[config.mk]
export PLATFORM = sky130hd
export DESIGN_NAME = addsub_operand_ctrl_flat
export DESIGN_NICKNAME = d
export VERILOG_FILES = /design/src/rtl/addsub_operand_ctrl_if.sv /design/src/rtl/addsub_operand_ctrl.sv /design/src/flat_wrapper.sv
export SDC_FILE = /design/constraint.sdc
export NUM_CORES = 1
export LEC_CHECK = 0
export CORE_MARGIN = 2
export CORE_UTILIZATION = 43
export DETAILED_ROUTE_END_ITERATION = 16
export REMOVE_ABC_BUFFERS = 1
export SETUP_SLACK_MARGIN = 0.2
export SYNTH_ARGS = -nofsm -noshare
export SYNTH_HDL_FRONTEND = slang
export SYNTH_SLANG_ARGS = --single-unit
export TNS_END_PERCENT = 100
[constraint.sdc]
create_clock -name clk_main -period 1.97 [get_ports clk_main]
set_input_delay 0.197 -clock clk_main [delete_from_list [all_inputs] [get_ports clk_main]]
set_output_delay 0.197 -clock clk_main [all_outputs]
set_load 0.1 [all_outputs]
[src/rtl/addsub_operand_ctrl_if.sv]
// Operand capture / result bus between the board I/O and addsub_operand_ctrl.
// The slave modport is the controller's view; the master modport is the board or bench side.
interface addsub_operand_ctrl_if;
    logic [3:0] sw_val;
    logic       btn_load;
    logic       btn_op;
    logic [3:0] num_1;
    logic [3:0] num_2;
    logic [1:0] state_led;
    logic       op_sub;
    logic       result_valid;

    modport slave (
        input  sw_val,
        input  btn_load,
        input  btn_op,
        output num_1,
        output num_2,
        output state_led,
        output op_sub,
        output result_valid
    );

    modport master (
        output sw_val,
        output btn_load,
        output btn_op,
        input  num_1,
        input  num_2,
        input  state_led,
        input  op_sub,
        input  result_valid
    );
endinterface

[src/rtl/addsub_operand_ctrl.sv]
// Debounced two-operand capture and add/sub stage feeding the two-digit display driver.
// Define ADDSUB_DB_BYPASS_EN to drop the debounce counters (buttons act on the synchronised level).
//
// state | meaning
// S_A   | showing live switches, next load captures operand A
// S_B   | showing live switches, next load captures operand B
// S_RES | showing A+B or A-B result
module addsub_operand_ctrl #(
    parameter int unsigned DEBOUNCE_CYCLES = 500000,
    parameter int unsigned DB_CNT_W        = 20
) (
    input  logic                  clk_main,
    input  logic                  reset,
    addsub_operand_ctrl_if.slave  bus
);
    typedef enum logic [1:0] {
        S_A   = 2'b00,
        S_B   = 2'b01,
        S_RES = 2'b10
    } state_t;

    logic [3:0] sw_s1, sw_s2;
    logic       ld_s1, ld_s2, op_s1, op_s2;
    logic       ld_stable, op_stable;
    logic       ld_stable_d, op_stable_d;
    logic       load_p, op_p;
    state_t     state;
    logic [3:0] a_reg, b_reg;
    logic [7:0] res_reg;
    logic       op_sub;
    logic       in_res_d;
    logic [3:0] num_1, num_2;
    logic       result_valid;

    always_ff @(posedge clk_main) begin
        if (reset) begin
            sw_s1 <= '0;
            sw_s2 <= '0;
            ld_s1 <= 1'b0;
            ld_s2 <= 1'b0;
            op_s1 <= 1'b0;
            op_s2 <= 1'b0;
        end else begin
            sw_s1 <= bus.sw_val;
            sw_s2 <= sw_s1;
            ld_s1 <= bus.btn_load;
            ld_s2 <= ld_s1;
            op_s1 <= bus.btn_op;
            op_s2 <= op_s1;
        end
    end

`ifdef ADDSUB_DB_BYPASS_EN
    assign ld_stable = ld_s2;
    assign op_stable = op_s2;
`else
    logic [DB_CNT_W-1:0] ld_cnt, op_cnt;
    localparam logic [DB_CNT_W-1:0] DB_LAST = DB_CNT_W'(DEBOUNCE_CYCLES - 1);

    // Level is accepted only after DEBOUNCE_CYCLES consecutive mismatching samples.
    always_ff @(posedge clk_main) begin
        if (reset) begin
            ld_stable <= 1'b0;
            ld_cnt    <= '0;
            op_stable <= 1'b0;
            op_cnt    <= '0;
        end else begin
            if (ld_s2 == ld_stable) begin
                ld_cnt <= '0;
            end else if (ld_cnt == DB_LAST) begin
                ld_stable <= ld_s2;
                ld_cnt    <= '0;
            end else begin
                ld_cnt <= ld_cnt + 1'b1;
            end
            if (op_s2 == op_stable) begin
                op_cnt <= '0;
            end else if (op_cnt == DB_LAST) begin
                op_stable <= op_s2;
                op_cnt    <= '0;
            end else begin
                op_cnt <= op_cnt + 1'b1;
            end
        end
    end
`endif

    always_ff @(posedge clk_main) begin
        if (reset) begin
            ld_stable_d <= 1'b0;
            op_stable_d <= 1'b0;
        end else begin
            ld_stable_d <= ld_stable;
            op_stable_d <= op_stable;
        end
    end

    assign load_p = ld_stable & ~ld_stable_d;
    assign op_p   = op_stable & ~op_stable_d;

    always_ff @(posedge clk_main) begin
        if (reset) begin
            state  <= S_A;
            a_reg  <= '0;
            b_reg  <= '0;
            op_sub <= 1'b0;
        end else begin
            if (op_p)
                op_sub <= ~op_sub;
            case (state)
                S_A: if (load_p) begin
                    a_reg <= sw_s2;
                    state <= S_B;
                end
                S_B: if (load_p) begin
                    b_reg <= sw_s2;
                    state <= S_RES;
                end
                S_RES: if (load_p)
                    state <= S_A;
                default: state <= S_A;
            endcase
        end
    end

    always_ff @(posedge clk_main) begin
        if (reset)
            res_reg <= '0;
        else if (!op_sub)
            res_reg <= {4'h0, a_reg} + {4'h0, b_reg};
        else if (a_reg >= b_reg)
            res_reg <= {4'h0, a_reg - b_reg};
        else
            res_reg <= {4'hF, b_reg - a_reg};
    end

    // Valid needs two cycles in S_RES (res_reg refresh), but drops one cycle after leaving.
    always_ff @(posedge clk_main) begin
        if (reset) begin
            num_1        <= '0;
            num_2        <= 4'hA;
            result_valid <= 1'b0;
            in_res_d     <= 1'b0;
        end else begin
            in_res_d     <= (state == S_RES);
            result_valid <= (state == S_RES) && in_res_d;
            case (state)
                S_B: begin
                    num_1 <= sw_s2;
                    num_2 <= 4'hB;
                end
                S_RES: begin
                    num_1 <= res_reg[3:0];
                    num_2 <= res_reg[7:4];
                end
                default: begin
                    num_1 <= sw_s2;
                    num_2 <= 4'hA;
                end
            endcase
        end
    end

    assign bus.num_1        = num_1;
    assign bus.num_2        = num_2;
    assign bus.state_led    = state;
    assign bus.op_sub       = op_sub;
    assign bus.result_valid = result_valid;
endmodule

[src/flat_wrapper.sv]
// flat-port wrapper written by rule: the top's interface ports become plain ports
module addsub_operand_ctrl_flat 
#(
    parameter int unsigned DEBOUNCE_CYCLES = 500000,
    parameter int unsigned DB_CNT_W        = 20
)
  (clk_main, reset, bus_sw_val, bus_btn_load, bus_btn_op, bus_num_1, bus_num_2, bus_state_led, bus_op_sub, bus_result_valid);
  addsub_operand_ctrl_if bus_i ();
  input  logic clk_main;
  input  logic reset;
  input wire logic [$bits(bus_i.sw_val)-1:0] bus_sw_val;
  input wire logic [$bits(bus_i.btn_load)-1:0] bus_btn_load;
  input wire logic [$bits(bus_i.btn_op)-1:0] bus_btn_op;
  output wire logic [$bits(bus_i.num_1)-1:0] bus_num_1;
  output wire logic [$bits(bus_i.num_2)-1:0] bus_num_2;
  output wire logic [$bits(bus_i.state_led)-1:0] bus_state_led;
  output wire logic [$bits(bus_i.op_sub)-1:0] bus_op_sub;
  output wire logic [$bits(bus_i.result_valid)-1:0] bus_result_valid;
  assign bus_i.sw_val = bus_sw_val;
  assign bus_i.btn_load = bus_btn_load;
  assign bus_i.btn_op = bus_btn_op;
  assign bus_num_1 = bus_i.num_1;
  assign bus_num_2 = bus_i.num_2;
  assign bus_state_led = bus_i.state_led;
  assign bus_op_sub = bus_i.op_sub;
  assign bus_result_valid = bus_i.result_valid;
  addsub_operand_ctrl #(.DEBOUNCE_CYCLES(DEBOUNCE_CYCLES), .DB_CNT_W(DB_CNT_W)) u_core (.clk_main(clk_main), .reset(reset), .bus(bus_i));
endmodule
==> results.py, run 1 <==
metrics = {
    "yosys": {
        "synth_top_area_frac": 0.448,
        "synth_area_leaders": "dfxtp_1 (45%), nor2_1 (7.1%), ha_1 (5.8%), xor2_1 (5.3%), xnor2_1 (4.3%)",
        "synth_seq_cells": 82,
        "ys_seq_area_frac": 0.448,
        "ys_warn_count": 0,
        "synth_cells": 399,
        "synth_edf_count": 0,
        "syn_avg_cell_area_um2": 9.18,
        "syn_area_um2": 3660,
        "yosys.area.top_type": "dfxtp_1",
        "yosysUniqueCellTypes": 49,
        "synth_flop_cell": "dfxtp_1",
        "async_flop_share": 0,
    },
    "pwr": {
        "p_leak_nw": 1.61,
        "ir_drop_v": 0.000339,
        "power_density_nw_per_um2": 705,
    },
    "placed_design": {
        "dp_hpwl_mm": 4.73,
        "place.gp.congestion": 0.867,
        "place_ws_ns": -0.0432,
        "portBuffers": 19,
    },
    "hold_path": {
        "hold_depth": 2,
        "hold_start": "bus_sw_val[2]",
        "min_to": "u_core.sw_s1[2]",
        "worst_hold_path_type": "input port to register",
    },
    "floorplanning": {
        "ioPinCount": 20,
        "die_h_um": 96.3,
        "core_area_um2": 8220,
        "die-area_um2": 9270,
        "row_count": 33,
        "dieWidth_um": 96.3,
        "start_util": 0.446,
    },
    "grt": {
        "grt_pass1_vias": 2601,
        "grt_max_degree": 21,
        "grt.overflow.total": 0,
        "grt_usage": 0.164,
        "grt_pass1_wl_mm": 11.7,
        "antenna_found_initial": 0,
    },
    "routing": {
        "vias_per_cell": 4.96,
        "drc": 0,
        "first_iter_violations": 101,
        "dr.pass1.iters": 4,
        "vias": 2683,
        "ant_nets": 0,
        "routedWlPerCell_um": 12.7,
        "routed_wl_mm": 6.85,
    },
    "cells_and_area": {
        "drive_gt1_frac": 0.195,
        "antenna-diode-count": 0,
        "multiInputGateArea_um2": 2000,
        "area_growth_pct": 19.3,
        "final_nets": 459,
        "register_area_um2": 1650,
        "fillCellCount": 751,
    },
    "worst_setup_path": {
        "cp.arrival_ns": 2.11,
        "start_kind": "register",
        "rrSetupSlack_ns": 0.11,
        "reg2reg_depth": 7,
        "crit_type": "register to register",
        "rr_endpoint": "u_core.res_reg[2]",
        "end_kind": "register",
        "cp.required_ns": 2.22,
        "critPathLaunch": "u_core.a_reg[0]",
        "path_max_fanout": 3,
        "worstReg2RegStart": "u_core.a_reg[0]",
    },
    "clock_tree": {
        "cts_max_level": 3,
        "cts_made_buffers": 9,
        "cts.sinks": 82,
        "clk_latency_ns": 0.35,
        "clk_path_buf_depth": 2,
        "hold_buffers": 0,
        "path_clk_slew_ns": 0.09,
        "cts_root_buf": "clkbuf_8",
        "cts_tree": "done",
    },
    "sta": {
        "setup_tns_ns": 0,
        "layout_min_cycle_time_ns": 1.86,
        "report.final.slew_viol_count": 0,
        "timing.fmax_mhz": 538,
        "hold_violations": 0,
        "fin_ws_ns": 0.111,
        "tightest_slew_ns": 0.522,
        "final.period_utilization": 0.944,
        "whs_ns": 0.390,
        "slew_headroom": 0.651,
        "rsz0062_at_grt": "yes",
        "setup_viol": 0,
        "skew_ns": 0.0127,
    },
    "status": {
        "status": "complete, no violations",
    },
    "job": {
        "cap_violations": 0,
    },
}
[metal layers]
metal	GRT usage	part of all wire	up-vias
met2	0.255	0.45	42
met3	0.0321	0.026	11
met1	0.218	0.50	1254
met4	0.0821	0.018	0
li1	-	-	1376
met5	0	0	-
[worst max-delay path: stages, from the launching register on]
cell,delay (ns)
dfxtp_2,0.34
inv_2,0.04
ha_4,0.15
fa_2,0.39
a31oi_4,0.26
nor2_4,0.05
a31oi_1,0.18
mux2_2,0.35
[metrics by stage]
stage	utilization	instance area (um2)	cells	power [mW]
floorplan	-	3570	383	1.83
finish	0.532	4370	541	3.08
global placement	0.485	3990	522	1.89
CTS	0.525	4310	541	3.11
detailed placement	0.485	3990	522	1.89
global route	0.532	4370	541	3.20
[logic make-up (layout without fill, tap and decap cells)]
group,count (synthesis),after routing,share of synthesized area
and+or+nand+nor,182,182,0.262
DFF,82,82,0.448
xor gates and xnor gates,40,40,0.0957
buffers and inverters,36,73,0.0458
AOI/OAI and AO/OA,31,31,0.0516
adders and majority gates,20,20,0.0745
muxes,8,8,0.0222
[power by group]
group / switching [mW] / leakage (nW) / internal (mW)
clock network: 0.637 / 0.0962 / 0.594
registers: 0.0108 / 0.667 / 1.67
logic: 0.112 / 0.845 / 0.0499
[synthesized netlist by cell type, types with 2 or more instances]
library cell and n:
buf_2 2, and3_1 4, a21oi_1 16, and4_1 4, nor2_1 69, fa_1 3, buf_1 2, nor3_1 7
nor4_4 2, nor2b_1 17, nor4b_1 2, mux2i_1 7, inv_1 20, nand2_1 26, nand3_1 23, nand4_1 7
or2_1 2, clkbuf_1 6, dfxtp_1 82, buf_6 2, xor2_1 22, ha_1 17, buf_4 4, a31oi_1 3
o21ai_0 4, nand2b_1 6, xnor2_1 18
[area by class of cell]
type / instances / area share
multi-input combinational: 281 / 0.457
sequential: 82 / 0.377
timing repair buffer: 37 / 0.0721
tap: 105 / 0.0301
clock buffer: 9 / 0.0283
clock inverter: 7 / 0.0175
inverter: 20 / 0.0172
[placed cells by master, fill, tap and decap left out, drive strengths merged, types with 2 or more instances in the layout]
| cell | count |
|---|---|
| a31oi | 3 |
| dfxtp | 82 |
| ha | 17 |
| xor2 | 22 |
| clkbuf | 9 |
| inv | 22 |
| and3 | 5 |
| nor2 | 70 |
| mux2i | 7 |
| a21oi | 16 |
| buf | 30 |
| nand3 | 24 |
| clkinv | 2 |
| nor2b | 17 |
| or2 | 3 |
| nor4 | 4 |
| clkdlybuf4s50 | 7 |
| nor3 | 8 |
| clkinvlp | 2 |
| xnor2 | 18 |
| nand2 | 26 |
| o21ai | 4 |
| nor4b | 2 |
| fa | 3 |
| nand4 | 9 |
| and4 | 4 |
| nand2b | 6 |
[repair_timing]
item	4_1_cts	5_1_grt
gates resized for setup	22	15
cloned	0	0
setup endpoints to repair	4	39
buffers inserted	3	0
hold endpoints to repair	0	0
pin swaps	9	7
[how the worst max path moves through the flow]
stage	to	slack, ns
finish	u_core.res_reg[2]	0.11
global route	u_core.res_reg[3]	0.04
CTS	u_core.res_reg[2]	0.14
detailed placement	u_core.res_reg[3]	-0.04
global placement	u_core.res_reg[3]	-0.04
floorplan	u_core.bus.state_led[0]	-0.14
Power figures use the tool's default switching activity.
==> run 2, diff against run 1 <==
--- a/config.mk
+++ b/config.mk
@@ -13,4 +13,4 @@
 export SYNTH_ARGS = -nofsm -noshare
 export SYNTH_HDL_FRONTEND = slang
 export SYNTH_SLANG_ARGS = --single-unit
-export TNS_END_PERCENT = 100
+export TNS_END_PERCENT = 10
==> run 2 against run 1 <==
Power shrank 0.13%. Clock power is essentially flat. Hold slack gained 0.0020 ns. Die area is the same. Critical endpoint unchanged. Worst setup slack gained 0.017 ns.
==> results.py, run 2 (synthesis results as in run 1) <==
metrics = {
    "floorplanning": {
        "row_count": 33,
        "die_h_um": 96.3,
        "ioPinCount": 20,
        "start_util": 0.446,
        "core_area_um2": 8220,
        "die-area_um2": 9270,
        "dieWidth_um": 96.3,
    },
    "worst_setup_path": {
        "worstReg2RegStart": "u_core.a_reg[0]",
        "rrSetupSlack_ns": 0.13,
        "cp.required_ns": 2.22,
        "cp_top_family": "adder cells",
        "cp_num_buf_inv": 1,
        "start_kind": "register",
        "path_max_fanout": 3,
        "slowest_stage": "fa_2",
        "max_stage_delay_ns": 0.39,
        "worst-path-stages": 7,
        "end_kind": "register",
        "crit_type": "register to register",
        "cp.arrival_ns": 2.09,
        "reg2reg_depth": 7,
        "path_cells": "inv_2 -> ha_4 -> fa_2 -> a31oi_4 -> nor2_4 -> a31oi_1 -> mux2_2",
        "rr_endpoint": "u_core.res_reg[2]",
    },
    "status": {
        "status": "complete, no violations",
    },
    "grt": {
        "grt_usage": 0.164,
        "antenna_found_initial": 0,
        "grt_max_degree": 21,
        "grt.overflow.total": 0,
        "grt_pass1_vias": 2601,
        "grt_pass1_wl_mm": 11.7,
    },
    "cells_and_area": {
        "stdcell_area_um2": 4350,
        "antenna-diode-count": 0,
        "final_util": 0.529,
        "fillCellCount": 752,
        "drive_gt1_frac": 0.188,
        "final_cells": 541,
        "area_growth_pct": 18.7,
        "final_common_cell": "dfxtp_1",
        "final_nets": 459,
        "layout_common_cells": "dfxtp_1 (76), nor2_1 (68), buf_4 (28), nand2_1 (25), nand3_1 (23)",
    },
    "placed_design": {
        "post-place-cells": 522,
        "placed_area_um2": 3990,
        "place_ws_ns": -0.0432,
        "dp_hpwl_mm": 4.73,
        "place.gp.congestion": 0.867,
        "portBuffers": 19,
    },
    "pwr": {
        "switching_share": 0.246,
        "pwr-share-clk": 0.399,
        "p_switching_mw": 0.756,
        "comb_power_share": 0.053,
        "internal_power_mw": 2.32,
        "p_leak_nw": 1.60,
        "p_seq_frac": 0.548,
        "ir_drop_v": 0.000339,
        "power_density_nw_per_um2": 707,
    },
    "sta": {
        "report.final.slew_viol_count": 0,
        "slew_headroom": 0.667,
        "whs_ns": 0.392,
        "rsz0062_at_grt": "yes",
        "skew_ns": 0.0121,
        "final.period_utilization": 0.935,
        "setup_viol": 0,
        "timing.fmax_mhz": 543,
        "fin_ws_ns": 0.128,
        "tightest_slew_ns": 0.498,
        "hold_violations": 0,
        "layout_min_cycle_time_ns": 1.84,
    },
    "routing": {
        "vias": 2684,
        "routedWlPerCell_um": 12.6,
        "vias_per_cell": 4.96,
        "drc": 0,
        "ant_nets": 0,
        "first_iter_violations": 124,
        "dr.pass1.iters": 4,
        "routed_wl_mm": 6.80,
    },
    "clock_tree": {
        "hold_buffers": 0,
        "cts_tree": "done",
        "cts.sinks": 82,
        "cts_root_buf": "clkbuf_8",
        "cts_made_buffers": 9,
        "cts_max_level": 3,
        "clk_path_buf_depth": 2,
        "path_clk_slew_ns": 0.09,
        "clk_latency_ns": 0.35,
    },
    "job": {
        "cap_violations": 0,
    },
    "hold_path": {
        "hold_start": "bus_sw_val[0]",
        "min_to": "u_core.sw_s1[0]",
        "worst_hold_path_type": "input port to register",
        "hold_depth": 2,
    },
}
run 2: cell counts in the layout (fill, tap and decap cells not counted):
No cell type changed its count.
run 2: worst register-to-register path, stage by stage (launching register included):
cell	delay, ns
dfxtp_2	0.34
inv_2	0.04
ha_4	0.15
fa_2	0.39
a31oi_4	0.25
nor2_4	0.05
a31oi_1	0.18
mux2_2	0.35
run 2: power groups by stage:
| stage | Combinational, mW | Clock, mW | Sequential [mW] |
|---|---|---|---|
| 2_1_floorplan | 0.0455 | 0 | 1.78 |
| 5_1_grt | 0.175 | 1.34 | 1.69 |
| 3_3_place_gp | 0.163 | 0 | 1.73 |
| 3_5_place_dp | 0.163 | 0 | 1.73 |
| 4_1_cts | 0.163 | 1.26 | 1.69 |
| 6_report | 0.162 | 1.23 | 1.69 |
run 2: worst max-delay path by stage:
| stage | slack [ns] | start | to |
|---|---|---|---|
| 2_1_floorplan | -0.14 | u_core.bus.state_led[0] | u_core.bus.state_led[0] |
| 3_3_place_gp | -0.04 | u_core.a_reg[0] | u_core.res_reg[3] |
| 3_5_place_dp | -0.04 | u_core.a_reg[0] | u_core.res_reg[3] |
| 4_1_cts | 0.14 | u_core.a_reg[0] | u_core.res_reg[2] |
| 5_1_grt | 0.04 | u_core.a_reg[0] | u_core.res_reg[3] |
| 6_report | 0.13 | u_core.a_reg[0] | u_core.res_reg[2] |
run 2: layout make-up:
class / count / area [um2] / area share
Inverter: 20 / 75.1 / 0.0173
Multi-Input combinational cell: 281 / 1980 / 0.456
Timing Repair Buffer: 37 / 312 / 0.0717
Clock buffer: 9 / 124 / 0.0285
Clock inverter: 7 / 76.3 / 0.0176
Sequential cell: 82 / 1650 / 0.379
Tap cell: 105 / 131 / 0.0302
run 2: layer usage:
layer | track usage | wire length, um | vias to the layer above
met5 | 0 | 0 | -
met4 | 0.0821 | 163 | 0
met3 | 0.0321 | 204 | 15
met2 | 0.255 | 3040 | 46
met1 | 0.218 | 3390 | 1242
li1 | - | - | 1381
run 2: timing repair:
action | in CTS | in global routing
pin swaps | 9 | 6
cloned | 0 | 0
buffers inserted | 3 | 0
resized for setup | 21 | 12
endpoints found under the setup margin | 4 | 39
run 2: through the flow:
| stage | TNS [ns] | total power, mW |
|---|---|---|
| floorplan | -0.229 | 1.83 |
| global placement | -0.0361 | 1.89 |
| detailed placement | -0.0471 | 1.89 |
| CTS | 0 | 3.11 |
| global route | 0 | 3.20 |
| finish | 0 | 3.08 |
